File: config.mk
export PLATFORM = sky130hd
export DESIGN_NAME = ffsr_pulse_sched
export DESIGN_NICKNAME = d
export VERILOG_FILES = /design/src/rtl/ffsr_pulse_sched.sv
export SDC_FILE = /design/constraint.sdc
export NUM_CORES = 1
export LEC_CHECK = 0
export ABC_CLOCK_PERIOD_IN_PS = 2800
export BUFFER_PORTS_ARGS = -buffer_cell sky130_fd_sc_hd__buf_2
export CORE_MARGIN = 4
export CORE_UTILIZATION = 46
export CTS_BUF_LIST = sky130_fd_sc_hd__clkbuf_8
export DETAILED_ROUTE_END_ITERATION = 7
export PLACE_DENSITY = 0.82
export SYNTH_ARGS = -nofsm -noshare
export SYNTH_HDL_FRONTEND = slang
export SYNTH_SLANG_ARGS = --single-unit
File: constraint.sdc
create_clock -name clk -period 2.8 [get_ports clk]
set_input_delay 0.28 -clock clk [delete_from_list [all_inputs] [get_ports clk]]
set_output_delay 0.28 -clock clk [all_outputs]
set_load 0.005 [all_outputs]
File: src/rtl/ffsr_pulse_sched.sv
// Round-robin step sequencer and fire/refractory controller for one ffsr_pulse potential register.
// Optional feature macro: FFSR_LEAK_EN (periodic leak decrement during RUN).
module ffsr_pulse_sched #(
    parameter int WIDTH          = 8,
    parameter int NUM_REQ        = 4,
    parameter int THRESH         = 6,
    parameter int REFRACT_CYCLES = 4,
    parameter int LEAK_PERIOD    = 16
) (
    input  logic               clk,
    input  logic               rst,
    input  logic               en,
    input  logic [WIDTH-1:0]   init_val,
    input  logic [NUM_REQ-1:0] req_inc,
    input  logic [NUM_REQ-1:0] req_dec,
    output logic [NUM_REQ-1:0] grant,
    output logic               ffsr_rst,
    output logic               ffsr_inc,
    output logic               ffsr_dec,
    output logic [WIDTH-1:0]   ffsr_init,
    input  logic [WIDTH-1:0]   ffsr_out,
    output logic               spike,
    output logic               sat,
    output logic               busy
);

    localparam int PTR_W = (NUM_REQ > 1) ? $clog2(NUM_REQ) : 1;
    localparam int CNT_W = (REFRACT_CYCLES > 1) ? $clog2(REFRACT_CYCLES) : 1;

    if (WIDTH < 2 || NUM_REQ < 1 || THRESH < 1 || THRESH > WIDTH ||
        REFRACT_CYCLES < 1 || LEAK_PERIOD < 2) begin : g_param_err
        $error("ffsr_pulse_sched: illegal parameter combination");
    end

    typedef enum logic [2:0] {
        S_IDLE,
        S_LOAD,
        S_RUN,
        S_FIRE,
        S_REFRACT
    } state_t;

    state_t             state_q, state_d;
    logic [PTR_W-1:0]   rr_q, rr_d;
    logic [CNT_W-1:0]   ref_q, ref_d;

    logic [NUM_REQ-1:0] cand;
    logic [NUM_REQ-1:0] rot;
    logic [NUM_REQ-1:0] rot_hi_unused;
    logic [PTR_W-1:0]   win_off;
    logic [PTR_W:0]     win_sum;
    logic [PTR_W-1:0]   win_idx;
    logic [PTR_W:0]     nxt_sum;
    logic [PTR_W-1:0]   nxt_ptr;
    logic               win_found;
    logic               win_inc;
    logic               win_dec;
    logic               fire_now;
    logic               ffsr_unused;

    assign fire_now    = ffsr_out[THRESH-1];
    assign ffsr_init   = init_val;
    assign ffsr_rst    = (state_q == S_IDLE) || (state_q == S_LOAD);
    assign busy        = (state_q != S_IDLE);
    assign ffsr_unused = ^ffsr_out;

    generate
        for (genvar gi = 0; gi < NUM_REQ; gi++) begin : g_cand
            assign cand[gi] = req_inc[gi] | req_dec[gi];
        end
    endgenerate

    // Rotate candidates so bit 0 is the requester at the rr pointer.
    assign {rot_hi_unused, rot} = {cand, cand} >> rr_q;

    always_comb begin
        win_found = 1'b0;
        win_off   = '0;
        for (int k = NUM_REQ - 1; k >= 0; k--) begin
            if (rot[k]) begin
                win_found = 1'b1;
                win_off   = PTR_W'(k);
            end
        end
    end

    always_comb begin
        win_sum = {1'b0, rr_q} + {1'b0, win_off};
        if (win_sum >= (PTR_W+1)'(NUM_REQ)) begin
            win_sum = win_sum - (PTR_W+1)'(NUM_REQ);
        end
        win_idx = win_sum[PTR_W-1:0];
        nxt_sum = {1'b0, win_idx} + 1'b1;
        if (nxt_sum >= (PTR_W+1)'(NUM_REQ)) begin
            nxt_sum = '0;
        end
        nxt_ptr = nxt_sum[PTR_W-1:0];
    end

    assign win_inc = req_inc[win_idx];
    assign win_dec = req_dec[win_idx];

`ifdef FFSR_LEAK_EN
    localparam int LEAK_W = $clog2(LEAK_PERIOD);
    logic [LEAK_W-1:0] leak_q, leak_d;
    logic              leak_pend;
    assign leak_pend = (leak_q == LEAK_W'(LEAK_PERIOD - 1));
`endif

    always_comb begin
        state_d  = state_q;
        rr_d     = rr_q;
        ref_d    = ref_q;
        grant    = '0;
        ffsr_inc = 1'b0;
        ffsr_dec = 1'b0;
        spike    = 1'b0;
        sat      = 1'b0;
        case (state_q)
            S_IDLE: begin
                if (en) state_d = S_LOAD;
            end
            S_LOAD: begin
                state_d = en ? S_RUN : S_IDLE;
            end
            S_RUN: begin
                if (!en) begin
                    state_d = S_IDLE;
                end else if (fire_now) begin
                    state_d = S_FIRE;
                end else if (win_found) begin
                    grant[win_idx] = 1'b1;
                    rr_d           = nxt_ptr;
                    // A step that would overflow or underflow is dropped and flagged.
                    if (win_inc && !win_dec) begin
                        if (ffsr_out[WIDTH-1]) sat = 1'b1;
                        else                   ffsr_inc = 1'b1;
                    end else if (win_dec && !win_inc) begin
                        if (!ffsr_out[0]) sat = 1'b1;
                        else              ffsr_dec = 1'b1;
                    end
                end
            end
            S_FIRE: begin
                spike   = 1'b1;
                state_d = S_REFRACT;
                ref_d   = CNT_W'(REFRACT_CYCLES - 1);
            end
            S_REFRACT: begin
                if (ref_q == '0) begin
                    state_d = en ? S_LOAD : S_IDLE;
                end else begin
                    ref_d = ref_q - 1'b1;
                end
            end
            default: state_d = S_IDLE;
        endcase
`ifdef FFSR_LEAK_EN
        leak_d = leak_q;
        if (state_q == S_LOAD) begin
            leak_d = '0;
        end else if (state_q == S_RUN) begin
            if (!leak_pend) begin
                leak_d = leak_q + 1'b1;
            end else if (en && !fire_now && !win_found) begin
                // Leak waits for a free cycle; at empty potential it is silently lost.
                ffsr_dec = ffsr_out[0];
                leak_d   = '0;
            end
        end
`endif
    end

    always_ff @(posedge clk) begin
        if (rst) begin
            state_q <= S_IDLE;
            rr_q    <= '0;
            ref_q   <= '0;
        end else begin
            state_q <= state_d;
            rr_q    <= rr_d;
            ref_q   <= ref_d;
        end
    end

`ifdef FFSR_LEAK_EN
    always_ff @(posedge clk) begin
        if (rst) leak_q <= '0;
        else     leak_q <= leak_d;
    end
`endif

endmodule

==> results by group <==
Power and ir drop
  • Cell leakage power: 0.434 nW
  • Fraction of power consumed by sequential logic: 0.322
  • Net load switching power: 0.118 mW
  • VDD IR-drop max: roughly 0.00026 V
  • Overall power: about 0.37 mW
  • Power share of the combinational group: 0.298
  • Share of power burned in the clock network: 0.381
  • Total power per unit cell area: about 380 mW/mm^2
  • Switching share of power: 0.320
  • Internal power consumption: 0.252 mW

Worst setup path
  • Most frequent cell on the critical path: sky130_fd_sc_hd__buf_2
  • Critical path class: primary input to output pin
  • CP max stage delay: roughly 350 ps
  • Required time worst endpoint: roughly 2500 ps
  • Maximum fanout along the worst path: 6
  • Crit path launch type: primary input
  • CP cell instances: buf_2, nor2_1, nor4_1, a21oi_1, nand2_1, o21ai_0, nand3_1, ha_1, inv_2, o32ai_1, mux2i_1, nor3b_2, buf_2
  • Slowest library cell on the worst path: sky130_fd_sc_hd__o32ai_1
  • Critical Path Sink Type: output pin
  • Crit path DAT: 2270 ps

Clock tree
  • H-tree depth: 1
  • TritonCTS clock tree: built
  • Clock sink total: 7
  • Clock insertion delay at the later pin of the skew report: 230 ps
  • Hold-fix buffers at CTS: 0
  • Clock input transition at the sequential cells of the worst setup and hold paths: roughly 40 ps
  • Master cell of the clock root buffer: sky130_fd_sc_hd__clkbuf_8
  • Clock buffers created by TritonCTS: 3
  • Buffers from clock root to sink, at most: 2

Synthesis
  • Main combinational cell family by area after synthesis: simple AND/OR/NAND/NOR gates
  • Area fraction in compound gates after synthesis: 0.220
  • Post-synthesis instance area: 832 um^2
  • Post-synthesis adder-cell area fraction: 0.0902
  • Number of storage elements in the synthesis netlist: 7
  • Number of enable-type register cells in the synthesized netlist: 0
  • Syn nets: 143
  • Synthesized instance count: 110
  • Syn avg cell area: 7.56 um^2
  • Post-Synth XOR/XNOR Area: 0.0436
  • Yosys cell types: 40
  • Async SR Flop Fraction: 0
  • Syn. warnings: 0
  • Simple-gate share of the synthesized area: 0.323
  • Primary FF master, synth: sky130_fd_sc_hd__dfxtp_1
  • Register area share after synthesis: 0.168
  • Share of synthesized area spent on multiplexers: 0.0361

Floorplanning
  • Horizontal die dimension: slightly above 50 um
  • Chip Height: 50.5 um
  • Site Rows: 15
  • Die outline area: about 0.0026 mm^2
  • Initial Utilization: 0.482
  • I/O pins: 45
  • Standard cell core area: approximately 0.0017 mm^2

Placement
  • Count of placed standard cells including taps: about 150
  • Post-DP HPWL: ~1500 um
  • Port-buffer cells: 23
  • Post-place setup slack: roughly 130 ps
  • Final estimated routing congestion in global placement: between 0.7 and 0.8

Timing
  • Setup_tns: 0 ps
  • Final hold violation count: 0
  • Post-route minimum period: between 2000 and 3000 ps
  • Worst Max-Slew Pin Slew: 376 ps
  • Clock skew: 2.38 ps
  • Minimum hold slack: 303 ps
  • RSZ-0062 raised after global routing: no
  • Final setup violation count: 0
  • Tcrit/Tclk final: 0.911
  • Max-slew headroom at the worst pin: 0.747
  • Max Transition Viols Final: 0
  • Worst path setup slack after routing: 248 ps
  • Achievable Freq: a little under 0.4 GHz

Global route
  • Pin count of the biggest net entering global routing: 11
  • Number of antenna violations at the first check in global routing: 0
  • Vias in the first global route: just over 800
  • Global-route wire length before repair: between 3000 and 4000 um
  • GRT Overall Usage: 0.158
  • Global-route congestion overflow total: 0

Layout
  • Final non-filler cell total: 151
  • N_diodes: 0
  • Commonest non-fill, non-tap cells in the layout: 23 x sky130_fd_sc_hd__buf_2, 13 x sky130_fd_sc_hd__nor2_1, 10 x sky130_fd_sc_hd__nand2_1
  • Layout overhead on the synthesized area: 16.1%
  • Proportion of layout cells with a drive suffix above 1: 0.302
  • Most common cell after layout, fill and taps aside: sky130_fd_sc_hd__buf_2
  • Post-layout net count: 160
  • Number of filler cells placed in the layout: 176

Route
  • DR DRC count: 0
  • Number of routed nets with antenna violations: 0
  • Post-detailed-route via-to-cell ratio: about 5.7
  • Amount of wire on met3 after detailed routing: roughly 150 um
  • Highest metal layer with signal wires: met4
  • Total routed wire length on the met1 layer: between 800 and 900 um
  • DRT iter0 DRCs: 12
  • First-pass detailed-route iteration total: 4
  • Routed met2 length: between 900 and 1000 um
  • Via count: 860
  • Routed len/inst: about 13 um
  • Final Routed Wirelength: slightly below 2000 um

Min path
  • Path category of the worst min-delay check: primary input to flip-flop

Outcome
  • Status: finished, final reports clean

Job
  • Reported max-cap violation count: 0
==> power groups by stage <==
stage	Combinational [mW]	Sequential, mW	Clock [mW]
after floorplan	0.0797	0.116	0
after global placement	0.0992	0.120	0
after detailed placement	0.106	0.120	0
after CTS	0.107	0.119	0.143
after global routing	0.125	0.121	0.147
final	0.110	0.119	0.141
==> final cells by class <==
type                            instances  area [um^2]  share of cell area
Timing Repair Buffer                   24          123               0.127
Clock inverter                          1         3.75             0.00389
Clock buffer                            3         41.3              0.0427
Sequential cell                         7          141               0.146
Multi-Input combinational cell         85          603               0.624
Inverter                                6         22.5              0.0233
Tap cell                               25         31.3              0.0324
==> cells in the mapped netlist (2+ instances only) <==
library cell | n | area [um^2]
sky130_fd_sc_hd__a21oi_1 | 5 | 25.0
sky130_fd_sc_hd__a32oi_1 | 2 | 17.5
sky130_fd_sc_hd__o211ai_1 | 2 | 15.0
sky130_fd_sc_hd__buf_4 | 8 | 60.1
sky130_fd_sc_hd__clkbuf_1 | 3 | 11.3
sky130_fd_sc_hd__a211oi_1 | 2 | 15.0
sky130_fd_sc_hd__o22ai_1 | 2 | 12.5
sky130_fd_sc_hd__dfxtp_1 | 7 | 140
sky130_fd_sc_hd__or3_1 | 2 | 12.5
sky130_fd_sc_hd__o21ai_0 | 3 | 15.0
sky130_fd_sc_hd__nand3_1 | 2 | 10.0
sky130_fd_sc_hd__mux2i_1 | 3 | 30.0
sky130_fd_sc_hd__o32ai_1 | 2 | 17.5
sky130_fd_sc_hd__nor3_1 | 2 | 10.0
sky130_fd_sc_hd__inv_1 | 6 | 22.5
sky130_fd_sc_hd__nand2_1 | 10 | 37.5
sky130_fd_sc_hd__ha_1 | 6 | 75.1
sky130_fd_sc_hd__nor2_1 | 14 | 52.6
sky130_fd_sc_hd__and2_1 | 6 | 37.5
sky130_fd_sc_hd__nor4_1 | 3 | 18.8
==> critical path: cells and delay by family <==
family	cells	cell delay [ps]
mux	1	150
compound gates	3	550
simple gates	5	650
fa+ha+maj	1	320
buf+inv	3	330
==> registers in the layout, indices dropped and copies added, names as in the netlist <==
register and cells:
rr_q 2, state_q 3, ref_q 2
==> worst paths after layout <==
path,start,to,slack (ps),cells after the start
worst min-delay path,rst,rr_q[0],300,2
worst min register to register,ref_q[1],ref_q[1],530,2
worst max register to register,rr_q[0],rr_q[1],730,11
worst max-delay path,req_inc[3],ffsr_inc,250,13
==> cell families (layout without fill, tap and decap cells) <==
| family | count (synthesis) | after routing |
|---|---|---|
| and+or+nand+nor | 49 | 49 |
| adders and majority gates | 6 | 6 |
| DFF | 7 | 7 |
| buffers and inverters | 18 | 34 |
| AOI/OAI and AO/OA | 25 | 25 |
| xor gates and xnor gates | 2 | 2 |
| muxes | 3 | 3 |
==> what timing repair did <==
| action | CTS | global route |
|---|---|---|
| gates resized for setup | 0 | 4 |
| endpoints found under the hold margin | 0 | 0 |
| endpoints found under the setup margin | 0 | 4 |
| buffers inserted | 0 | 0 |
==> per-stage QoR <==
stage               cell area, um^2   util
floorplan                       832      -
global placement                910  0.527
detailed placement              910  0.527
CTS                             955  0.553
global route                    966  0.559
finish                          966  0.559
==> per-layer routing <==
metal  track usage  vias up
met2         0.298       40
met4        0.0583        0
met5             0        -
met1         0.171      394
li1              -      423
met3        0.0297        3
Note: power is estimated with default switching activity, not from simulation.
